[config.mk]
export PLATFORM = sky130hd
export DESIGN_NAME = dfr_phase_sequencer_flat
export DESIGN_NICKNAME = d
export VERILOG_FILES = /design/src/rtl/dfr_pkg.sv /design/src/rtl/dfr_phase_sequencer_if.sv /design/src/rtl/dfr_step_counter.sv /design/src/rtl/dfr_phase_sequencer.sv /design/src/flat_wrapper.sv
export SDC_FILE = /design/constraint.sdc
export NUM_CORES = 1
export LEC_CHECK = 0
export ABC_AREA = 1
export CAP_MARGIN = 20
export CORE_ASPECT_RATIO = 1.25
export CORE_UTILIZATION = 55
export CTS_CLUSTER_SIZE = 20
export DETAILED_ROUTE_END_ITERATION = 10
export PLACE_DENSITY = 0.89
export REMOVE_ABC_BUFFERS = 1
export SETUP_SLACK_MARGIN = 0.1
export SLEW_MARGIN = 20
export SYNTH_ARGS = -nofsm -noshare
export SYNTH_HDL_FRONTEND = slang
export SYNTH_SLANG_ARGS = --single-unit
[constraint.sdc]
create_clock -name S_AXI_ACLK -period 13.44 [get_ports S_AXI_ACLK]
set_input_delay 3.36 -clock S_AXI_ACLK [delete_from_list [all_inputs] [get_ports S_AXI_ACLK]]
set_output_delay 3.36 -clock S_AXI_ACLK [all_outputs]
set_load 0.02 [all_outputs]
[src/rtl/dfr_pkg.sv]
// Shared types for the DFR phase sequencer: FSM states, run phases and the
// layout of the debug status word.
package dfr_pkg;

    typedef enum logic [2:0] {
        ST_IDLE    = 3'd0,
        ST_LOAD    = 3'd1,
        ST_RUN     = 3'd2,
        ST_ADVANCE = 3'd3,
        ST_DONE    = 3'd4
    } seq_state_t;

    typedef enum logic [1:0] {
        PH_INIT  = 2'd0,
        PH_TRAIN = 2'd1,
        PH_TEST  = 2'd2,
        PH_NONE  = 2'd3
    } phase_t;

    localparam int STAT_IDX_LSB   = 0;
    localparam int STAT_IDX_W     = 24;
    localparam int STAT_PHASE_LSB = 27;
    localparam int STAT_STATE_LSB = 29;

    function automatic logic [31:0] pack_status(input seq_state_t st, input phase_t ph,
                                                input logic [STAT_IDX_W-1:0] idx);
        logic [31:0] s;
        s = '0;
        s[STAT_STATE_LSB +: 3]          = st;
        s[STAT_PHASE_LSB +: 2]          = ph;
        s[STAT_IDX_LSB +: STAT_IDX_W]   = idx;
        return s;
    endfunction

endpackage

[src/rtl/dfr_phase_sequencer_if.sv]
// Control/handshake bundle between the config block, the sequencer and the
// reservoir datapath. master = config/datapath side, slave = sequencer.
interface dfr_phase_sequencer_if #(
    parameter int CNT_W = 32
) ();
    logic             start;
    logic             abort;
    logic [CNT_W-1:0] num_init_samples;
    logic [CNT_W-1:0] num_train_samples;
    logic [CNT_W-1:0] num_test_samples;
    logic [CNT_W-1:0] num_steps_per_sample;
    logic             step_ack;
    logic             busy;
    logic [1:0]       phase;
    logic [CNT_W-1:0] sample_idx;
    logic [CNT_W-1:0] step_idx;
    logic             step_req;
    logic             sample_first;
    logic             sample_last;
    logic             done;
    logic [31:0]      status;

    modport master (
        output start, abort, num_init_samples, num_train_samples, num_test_samples,
               num_steps_per_sample, step_ack,
        input  busy, phase, sample_idx, step_idx, step_req, sample_first, sample_last,
               done, status
    );

    modport slave (
        input  start, abort, num_init_samples, num_train_samples, num_test_samples,
               num_steps_per_sample, step_ack,
        output busy, phase, sample_idx, step_idx, step_req, sample_first, sample_last,
               done, status
    );
endinterface

[src/rtl/dfr_step_counter.sv]
// Nested step-within-sample counter. Flags are registered alongside the indices
// so they line up with the indices on the same cycle.
module dfr_step_counter #(
    parameter int CNT_W = 32
) (
    input  logic             clk,
    input  logic             rst,
    input  logic             clr_i,
    input  logic             load_i,
    input  logic             adv_i,
    input  logic [CNT_W-1:0] steps_last_i,
    input  logic [CNT_W-1:0] samples_last_i,
    output logic [CNT_W-1:0] step_idx_o,
    output logic [CNT_W-1:0] sample_idx_o,
    output logic             first_o,
    output logic             last_o,
    output logic             end_o
);
    logic [CNT_W-1:0] step_q, step_d, samp_q, samp_d;
    logic [CNT_W-1:0] steps_last_q, steps_last_d, samples_last_q, samples_last_d;
    logic             first_q, first_d, step_last_q, step_last_d, samp_last_q, samp_last_d;
    logic [CNT_W-1:0] step_inc, samp_inc;

    assign step_inc = step_q + CNT_W'(1);
    assign samp_inc = samp_q + CNT_W'(1);

    always_comb begin
        step_d         = step_q;
        samp_d         = samp_q;
        steps_last_d   = steps_last_q;
        samples_last_d = samples_last_q;
        first_d        = first_q;
        step_last_d    = step_last_q;
        samp_last_d    = samp_last_q;
        if (clr_i) begin
            step_d         = '0;
            samp_d         = '0;
            steps_last_d   = '0;
            samples_last_d = '0;
            first_d        = 1'b0;
            step_last_d    = 1'b0;
            samp_last_d    = 1'b0;
        end else if (load_i) begin
            step_d         = '0;
            samp_d         = '0;
            steps_last_d   = steps_last_i;
            samples_last_d = samples_last_i;
            first_d        = 1'b1;
            step_last_d    = (steps_last_i == '0);
            samp_last_d    = (samples_last_i == '0);
        end else if (adv_i && !(step_last_q && samp_last_q)) begin
            // Equality against count-1 keeps the all-ones count from overflowing.
            if (step_last_q) begin
                step_d      = '0;
                samp_d      = samp_inc;
                first_d     = 1'b1;
                step_last_d = (steps_last_q == '0);
                samp_last_d = (samp_inc == samples_last_q);
            end else begin
                step_d      = step_inc;
                first_d     = 1'b0;
                step_last_d = (step_inc == steps_last_q);
            end
        end
    end

    always_ff @(posedge clk or posedge rst) begin
        if (rst) begin
            step_q         <= '0;
            samp_q         <= '0;
            steps_last_q   <= '0;
            samples_last_q <= '0;
            first_q        <= 1'b0;
            step_last_q    <= 1'b0;
            samp_last_q    <= 1'b0;
        end else begin
            step_q         <= step_d;
            samp_q         <= samp_d;
            steps_last_q   <= steps_last_d;
            samples_last_q <= samples_last_d;
            first_q        <= first_d;
            step_last_q    <= step_last_d;
            samp_last_q    <= samp_last_d;
        end
    end

    assign step_idx_o   = step_q;
    assign sample_idx_o = samp_q;
    assign first_o      = first_q;
    assign last_o       = step_last_q;
    assign end_o        = step_last_q && samp_last_q;

endmodule

[src/rtl/dfr_phase_sequencer.sv]
// Runs a DFR job through INIT -> TRAIN -> TEST, issuing one step_req per
// reservoir time step and advancing on step_ack.
module dfr_phase_sequencer
    import dfr_pkg::*;
#(
    parameter int CNT_W = 32
) (
    input  logic                  S_AXI_ACLK,
    input  logic                  rst,
    dfr_phase_sequencer_if.slave  bus
);
    seq_state_t       state_q;
    phase_t           phase_q, nxt_phase;
    logic             busy_q, step_req_q, done_q;
    logic [CNT_W-1:0] ini_q, trn_q, tst_q, steps_q;
    logic [CNT_W-1:0] nxt_cnt, samples_last, steps_last;
    logic [2:0]       first_p;
    logic             abort_any, hs, go_done, cnt_load, cnt_clr, cnt_end;
    logic [CNT_W-1:0] step_idx, sample_idx;
    logic             cnt_first, cnt_last;

    // Earliest phase at or after first_p with a nonzero sample count.
    always_comb begin
        first_p   = (state_q == ST_LOAD) ? 3'd0 : ({1'b0, phase_q} + 3'd1);
        nxt_phase = PH_NONE;
        nxt_cnt   = '0;
        if (first_p <= 3'd2 && tst_q != '0) begin
            nxt_phase = PH_TEST;
            nxt_cnt   = tst_q;
        end
        if (first_p <= 3'd1 && trn_q != '0) begin
            nxt_phase = PH_TRAIN;
            nxt_cnt   = trn_q;
        end
        if (first_p == 3'd0 && ini_q != '0) begin
            nxt_phase = PH_INIT;
            nxt_cnt   = ini_q;
        end
        samples_last = nxt_cnt - CNT_W'(1);
        steps_last   = steps_q - CNT_W'(1);

        abort_any = bus.abort && (state_q != ST_IDLE);
        hs        = (state_q == ST_RUN) && step_req_q && bus.step_ack && !abort_any;
        go_done   = ((state_q == ST_LOAD) && (steps_q == '0 || nxt_phase == PH_NONE))
                 || ((state_q == ST_ADVANCE) && (nxt_phase == PH_NONE));
        cnt_load  = !abort_any && !go_done
                 && (state_q == ST_LOAD || state_q == ST_ADVANCE);
        cnt_clr   = abort_any || go_done;
    end

    always_ff @(posedge S_AXI_ACLK or posedge rst) begin
        if (rst) begin
            state_q    <= ST_IDLE;
            phase_q    <= PH_NONE;
            busy_q     <= 1'b0;
            step_req_q <= 1'b0;
            done_q     <= 1'b0;
            ini_q      <= '0;
            trn_q      <= '0;
            tst_q      <= '0;
            steps_q    <= '0;
        end else begin
            done_q <= 1'b0;
            if (abort_any) begin
                state_q    <= ST_IDLE;
                phase_q    <= PH_NONE;
                busy_q     <= 1'b0;
                step_req_q <= 1'b0;
            end else begin
                case (state_q)
                    ST_IDLE: begin
                        if (bus.start && !bus.abort) begin
                            state_q <= ST_LOAD;
                            busy_q  <= 1'b1;
                            ini_q   <= bus.num_init_samples;
                            trn_q   <= bus.num_train_samples;
                            tst_q   <= bus.num_test_samples;
                            steps_q <= bus.num_steps_per_sample;
                        end
                    end
                    ST_LOAD, ST_ADVANCE: begin
                        if (go_done) begin
                            state_q    <= ST_DONE;
                            done_q     <= 1'b1;
                            phase_q    <= PH_NONE;
                            step_req_q <= 1'b0;
                        end else begin
                            state_q    <= ST_RUN;
                            phase_q    <= nxt_phase;
                            step_req_q <= 1'b1;
                        end
                    end
                    ST_RUN: begin
                        if (hs && cnt_end) begin
                            state_q    <= ST_ADVANCE;
                            step_req_q <= 1'b0;
                        end
                    end
                    ST_DONE: begin
                        state_q <= ST_IDLE;
                        busy_q  <= 1'b0;
                    end
                    default: begin
                        state_q    <= ST_IDLE;
                        phase_q    <= PH_NONE;
                        busy_q     <= 1'b0;
                        step_req_q <= 1'b0;
                    end
                endcase
            end
        end
    end

    dfr_step_counter #(.CNT_W(CNT_W)) u_cnt (
        .clk            (S_AXI_ACLK),
        .rst            (rst),
        .clr_i          (cnt_clr),
        .load_i         (cnt_load),
        .adv_i          (hs),
        .steps_last_i   (steps_last),
        .samples_last_i (samples_last),
        .step_idx_o     (step_idx),
        .sample_idx_o   (sample_idx),
        .first_o        (cnt_first),
        .last_o         (cnt_last),
        .end_o          (cnt_end)
    );

    assign bus.busy         = busy_q;
    assign bus.phase        = phase_q;
    assign bus.sample_idx   = sample_idx;
    assign bus.step_idx     = step_idx;
    assign bus.step_req     = step_req_q;
    assign bus.sample_first = cnt_first;
    assign bus.sample_last  = cnt_last;
    assign bus.done         = done_q;
    assign bus.status       = pack_status(state_q, phase_q, sample_idx[STAT_IDX_W-1:0]);

endmodule
[src/flat_wrapper.sv]
// flat-port wrapper written by rule: the top's interface ports become plain ports
module dfr_phase_sequencer_flat import dfr_pkg::*;
#(
    parameter int CNT_W = 32
)
  (S_AXI_ACLK, rst, bus_start, bus_abort, bus_num_init_samples, bus_num_train_samples, bus_num_test_samples, bus_num_steps_per_sample, bus_step_ack, bus_busy, bus_phase, bus_sample_idx, bus_step_idx, bus_step_req, bus_sample_first, bus_sample_last, bus_done, bus_status);
  dfr_phase_sequencer_if #(.CNT_W(CNT_W)) bus_i ();
  input  logic S_AXI_ACLK;
  input  logic rst;
  input wire logic [$bits(bus_i.start)-1:0] bus_start;
  input wire logic [$bits(bus_i.abort)-1:0] bus_abort;
  input wire logic [$bits(bus_i.num_init_samples)-1:0] bus_num_init_samples;
  input wire logic [$bits(bus_i.num_train_samples)-1:0] bus_num_train_samples;
  input wire logic [$bits(bus_i.num_test_samples)-1:0] bus_num_test_samples;
  input wire logic [$bits(bus_i.num_steps_per_sample)-1:0] bus_num_steps_per_sample;
  input wire logic [$bits(bus_i.step_ack)-1:0] bus_step_ack;
  output wire logic [$bits(bus_i.busy)-1:0] bus_busy;
  output wire logic [$bits(bus_i.phase)-1:0] bus_phase;
  output wire logic [$bits(bus_i.sample_idx)-1:0] bus_sample_idx;
  output wire logic [$bits(bus_i.step_idx)-1:0] bus_step_idx;
  output wire logic [$bits(bus_i.step_req)-1:0] bus_step_req;
  output wire logic [$bits(bus_i.sample_first)-1:0] bus_sample_first;
  output wire logic [$bits(bus_i.sample_last)-1:0] bus_sample_last;
  output wire logic [$bits(bus_i.done)-1:0] bus_done;
  output wire logic [$bits(bus_i.status)-1:0] bus_status;
  assign bus_i.start = bus_start;
  assign bus_i.abort = bus_abort;
  assign bus_i.num_init_samples = bus_num_init_samples;
  assign bus_i.num_train_samples = bus_num_train_samples;
  assign bus_i.num_test_samples = bus_num_test_samples;
  assign bus_i.num_steps_per_sample = bus_num_steps_per_sample;
  assign bus_i.step_ack = bus_step_ack;
  assign bus_busy = bus_i.busy;
  assign bus_phase = bus_i.phase;
  assign bus_sample_idx = bus_i.sample_idx;
  assign bus_step_idx = bus_i.step_idx;
  assign bus_step_req = bus_i.step_req;
  assign bus_sample_first = bus_i.sample_first;
  assign bus_sample_last = bus_i.sample_last;
  assign bus_done = bus_i.done;
  assign bus_status = bus_i.status;
  dfr_phase_sequencer #(.CNT_W(CNT_W)) u_core (.S_AXI_ACLK(S_AXI_ACLK), .rst(rst), .bus(bus_i));
endmodule
# == After elaboration in Yosys (flattened, before gate mapping) ==
# Index checks and enable logic that the tools add are counted.
# totals
reg_bits,267
in_bits,133
out_inout_bits,103
word_cells,130
# classes
add_sub_neg,5
n_lt_le_gt_ge,2
eq_ne,12
mux,49
bitwise,1
reduce_logical,45
# op_table
operator,count
two-way mux 32 bit,15
logical NOT 32 bit,4
nonzero test 32 bit,3
adder 32 x 1 -> 32 bit (second input constant),2
== test 32 bit,2
subtractor 32 x 1 -> 32 bit (second input constant),2
two-way mux 1 bit,21
logical AND 1 bit,15
two-way mux 3 bit,5
case mux 3 bit (3 select lines),1
nonzero test 3 bit,3
two-way mux 2 bit,4
AND reduction 2 bit,4
== test 3 x 2 -> 1 bit (second input constant),2
logical NOT 3 bit,2
!= test 2 x 1 -> 1 bit (second input constant),3
OR reduction 3 bit,2
logical NOT 1 bit,4
logical OR 1 bit,4
case mux 2 bit (2 select lines),1
OR reduction 2 bit,2
adder 2 x 1 -> 3 bit (second input constant),1
== test 3 x 1 -> 1 bit (second input constant),1
== test 3 bit (second input constant),1
10 further kinds,10

# == Logic depth before layout (Yosys ltp) ==
# logic_depth
word_depth,16
mapped_depth,26
mapped_depth_nobuf,26

# == Modules after synthesis ==
# From an unflattened synthesis, not the netlist that was laid out.
# hier_totals
cells_unflattened,2263
area_unflattened_um2,16569.6
# by_module_without_submodules
module,instances,cells_per_inst,area_each_um2,seq_area_each_um2
dfr_phase_sequencer,1,1137,8378.0,3405.8
dfr_step_counter,1,1126,8191.6,3278.1

# == Worst setup path before layout ==
# OpenSTA, ideal clock, no wires.
# synth_timing
path_type,input -> register
startpoint,input port bus_abort
endpoint,register u_core.u_cnt.samp_q[11] (netlist: u_core.u_cnt.sample_idx_o[11])
setup_ps,141
arrival_time_ps,4878
required_time_ps,13299
slack_ps,8421
stages,9
path_buffers,2
cell_sequence,inv_1 > nor2_1 > nor2_1 > clkinv_1 > nor2_1 > nor2_1 > clkbuf_1 > clkbuf_1 > o22ai_1
# synth_via
elab_chain_len,6
word_cells_on_any_way,12
cone_classes,mux (2); reduce/logical (10)
# synth_lines
item,line,text
from (decl),flat_wrapper.sv:11,input wire logic [$bits(bus_i.abort)-1:0] bus_abort;
logical AND 1 bit (*),dfr_phase_sequencer.sv:42,abort_any = bus.abort && (state_q != ST_IDLE);
logical NOT 1 bit,"dfr_phase_sequencer.sv:43, dfr_phase_sequencer.sv:46",
logical AND 1 bit (on tied branches),"dfr_phase_sequencer.sv:46, dfr_phase_sequencer.sv:43",
logical AND 1 bit (on tied branches),"dfr_phase_sequencer.sv:47, dfr_step_counter.sv:51",
nonzero test 3 bit (no line) or two-way mux 32 bit (tied branches),n/a,
AND reduction 2 bit (no line) or two-way mux 32 bit (tied branches),n/a,
to (signal assigned),dfr_step_counter.sv:78,samp_q <= samp_d;
to (decl),dfr_step_counter.sv:19,"logic [CNT_W-1:0] step_q, step_d, samp_q, samp_d;"
# Every way passes the cells marked *; elsewhere a longest branch is shown, timed or not.
# A chain may end at the register's enable or synchronous reset.

# == Worst setup path in the final report ==
# layout_timing
startpoint,input port bus_abort
endpoint,register u_core.u_cnt.samp_q[18] (netlist: u_core.u_cnt.sample_idx_o[18])
# The elaborated chain is that of the path after synthesis.

==> results.py <==
metrics = {
    "outcome": {
        "status": "complete, no violations",
    },
    "cts": {
        "cts_root_buffer": "clkbuf_16",
        "cts_sinks": 267,
        "postCtsHoldBufs": 0,
        "htree_levels": 1,
        "clock_latency_ps": 550,
        "clock_path_buffers": 3,
        "cts_buffers": 27,
        "cts_resized": 0,
        "postCtsSetupRepairBufs": 0,
        "cts_tree": "built",
        "path_clk_slew_ps": 70,
    },
    "placed_design": {
        "port_buffers": 232,
        "hpwl_mm": 32.7,
        "gp_congestion": 0.922,
        "place_area_sq_mm": 0.0183,
        "pre_cts_slack_ps": 7040,
    },
    "synth": {
        "synthTopCellsByArea": "dfrtp_1 (42%), nand2_1 (10%), xor2_1 (7.0%)",
        "yosysSeqAreaShare_pct": 42.0,
        "avgSynthCellArea_sq_um": 7.61,
        "ys_warn_count": 0,
        "ys.flop_type": "dfrtp_1",
        "synthCells": 2089,
        "synthAdderAreaFrac_pct": 0.551,
        "synth-simple-area-share_pct": 27.4,
        "synth_seq_cells": 267,
        "syn-cell-area_sq_mm": 0.0159,
        "synth.distinct_cells": 49,
        "synth_top_family_by_area": "simple AND/OR/NAND/NOR gates",
        "synth_top_area_cell": "dfrtp_1",
        "synth_xor_area_share_pct": 7.38,
        "synth_compound_area_share_pct": 8.34,
        "async_reset_ff_share_pct": 100,
        "synth_mux_area_share_pct": 4.25,
        "synth_edf_count": 0,
        "yosys.area.top_type_share_pct": 41.7,
    },
    "sta": {
        "rsz0062_at_grt": "false",
        "relSlewSlack_pct": 32.3,
        "report.final.slew_viol_count": 0,
        "final.min_clock_period_ps": 5910,
        "finalSetupViolCount": 0,
        "skew_ps": 10.6,
        "holdWs_ps": 515,
        "tightest_slew_ps": 1020,
        "tns_ps": 0,
        "hold_viol": 0,
        "max_freq_mhz": 169,
        "worst_slack_ps": 7530,
        "post-route-period-util_pct": 44.0,
    },
    "floorplan": {
        "ios": 236,
        "std_cell_rows": 69,
        "dieHeight_um": 192,
        "core_sq_mm": 0.0284,
        "dieArea_sq_mm": 0.0296,
        "die_w_um": 154,
        "start_util_pct": 56.0,
    },
    "finish": {
        "stdcell_area_sq_mm": 0.0192,
        "multiInputGateArea_sq_mm": 0.00765,
        "drive_gt1_share_pct": 8.32,
        "final_nets": 2414,
        "n_fill_cell": 2227,
        "seq_area_sq_mm": 0.00668,
        "diodes": 0,
        "area_growth_pct": 20.8,
    },
    "setup_path": {
        "crit_family": "simple AND/OR/NAND/NOR gates",
        "end_kind": "flop",
        "cp_cell_sequence": "clkdlybuf4s50_1 -> nor2_1 -> inv_1 -> nor2_1 -> nor2_1 -> nor2_2 -> buf_4 -> nand2_1 -> o31ai_1",
        "critPathKind": "in -> reg",
        "cp_num_buf_inv": 3,
        "cp_max_fo": 29,
        "critPathLaunchType": "primary input",
        "worstPathRequired_ps": 13890,
        "arrival_ps": 6350,
        "cp_slowest_stage_delay_ps": 660,
        "path_common_cell": "nor2_1",
        "critPathSlowestCell": "nand2_1",
    },
    "power": {
        "ir_drop_uv": 168,
        "leakagePower_uw": 0.00885,
        "finalPower_uw": 5440,
        "power_density_mw_per_mm2": 283,
    },
    "detailed_routing": {
        "ant_nets": 0,
        "routed_wl_mm": 43.0,
        "first_pass_iters": 5,
        "drcViolationCount": 0,
        "viasPerCell": 5.52,
        "drt_iter0_drc": 1037,
        "vias": 14629,
        "wl_per_cell_um": 16.2,
    },
    "global_routing": {
        "track_usage_pct": 29.2,
        "grt-ovfl-total": 0,
        "antenna_found_initial": 0,
        "grt_pass1_vias": 14089,
        "grt_max_degree": 117,
        "grt_pass1_wl_mm": 69.4,
    },
    "min_path": {
        "hold_class": "reg -> reg",
    },
    "flow_run": {
        "cap_violations": 0,
    },
}
-- layout make-up --
class	instances	share of cell area (%)
Timing Repair Buffer	245	12.6
Clock buffer	40	4.13
Sequential cell	267	34.8
Inverter	289	5.68
Tap cell	355	2.31
Multi-Input combinational cell	1444	39.8
Clock inverter	10	0.703
-- Yosys cell counts (15+ instances only) --
cell and instances:
nand4_1 36, inv_1 274, xor2_1 128, nand3_1 138, nor4_1 15, a21oi_1 79
buf_4 30, o22ai_1 67, nand2_1 437, nor3_1 34, o21ai_0 55, dfrtp_1 265
nand2_2 18, mux2_2 60, clkbuf_1 37, nor2_1 290, nor2_2 20
-- sequential cells by signal, summed over array words and instances, names as in the netlist --
name	flops
u_core.bus.busy	1
u_core.bus.done	1
u_core.bus.phase	2
u_core.bus.step_req	1
u_core.ini_q	32
u_core.state_q	3
u_core.steps_q	32
u_core.trn_q	32
u_core.tst_q	32
u_core.u_cnt.first_o	1
u_core.u_cnt.last_o	1
u_core.u_cnt.samp_last_q	1
u_core.u_cnt.sample_idx_o	32
u_core.u_cnt.samples_last_q	32
u_core.u_cnt.step_idx_o	32
u_core.u_cnt.steps_last_q	32
-- path summary, 6_finish.rpt --
path / from / endpoint / slack, ps / cells past startpoint
worst max register to register: u_core.bus.phase[0] / u_core.u_cnt.samp_last_q / 9300 / 15
worst max-delay path: bus_abort / u_core.u_cnt.sample_idx_o[18] / 7530 / 9
worst min register to register: u_core.bus.phase[1] / u_core.bus.phase[1] / 520 / 2
worst min-delay path: u_core.bus.phase[1] / u_core.bus.phase[1] / 520 / 2
max in group asynchronous: rst / u_core.u_cnt.step_idx_o[24] / 8650 / 3
min in group asynchronous: rst / u_core.trn_q[29] / 3380 / 2
-- cell families (layout without fill, tap and decap cells) --
group,Yosys count,after routing
buf+inv,380,584
flops,267,267
mux,60,60
fa+ha+maj,7,7
compound gates,227,227
other cells,1,3
xor+xnor,134,134
simple gates,1013,1013
-- power breakdown --
part	internal (uW)	total (uW)	switching, uW
clock network	467	788	321
logic	1090	3270	2180
registers	1120	1380	265
total	2670	5440	2760
-- tightest hold or removal path, stage by stage, from the launching register on --
cell and delay (ps):
dfstp_2 400, inv_1 60, a21oi_1 50
-- routing by layer --
metal  GRT usage, %  share of wire, %  routed length (um)  vias up
li1               -                 -                   -     7005
met1           35.4                39               17000     6888
met2           52.2                50               21600      624
met3           3.77               6.6                2860      112
met4           12.5               3.9                1670        0
met5              0                 0                   0        -
-- metrics by stage --
stage          utilization (%)  std cells
2_1_floorplan                -       2000
3_3_place_gp              64.4       2600
3_5_place_dp              64.4       2600
4_1_cts                   67.6       2650
5_1_grt                   67.7       2650
6_report                  67.7       2650
-- cells in the final DEF, fill, tap and decap left out, drive strengths merged, types with 36 or more instances in the layout --
master         instances
a21oi                 79
clkbuf                40
clkdlybuf4s50        232
dfrtp                265
inv                  285
mux2                  60
nand2                456
nand3                139
nand4                 36
nor2                 315
nor3                  37
o21ai                 58
o22ai                 67
xor2                 128
Power figures use the tool's default switching activity.
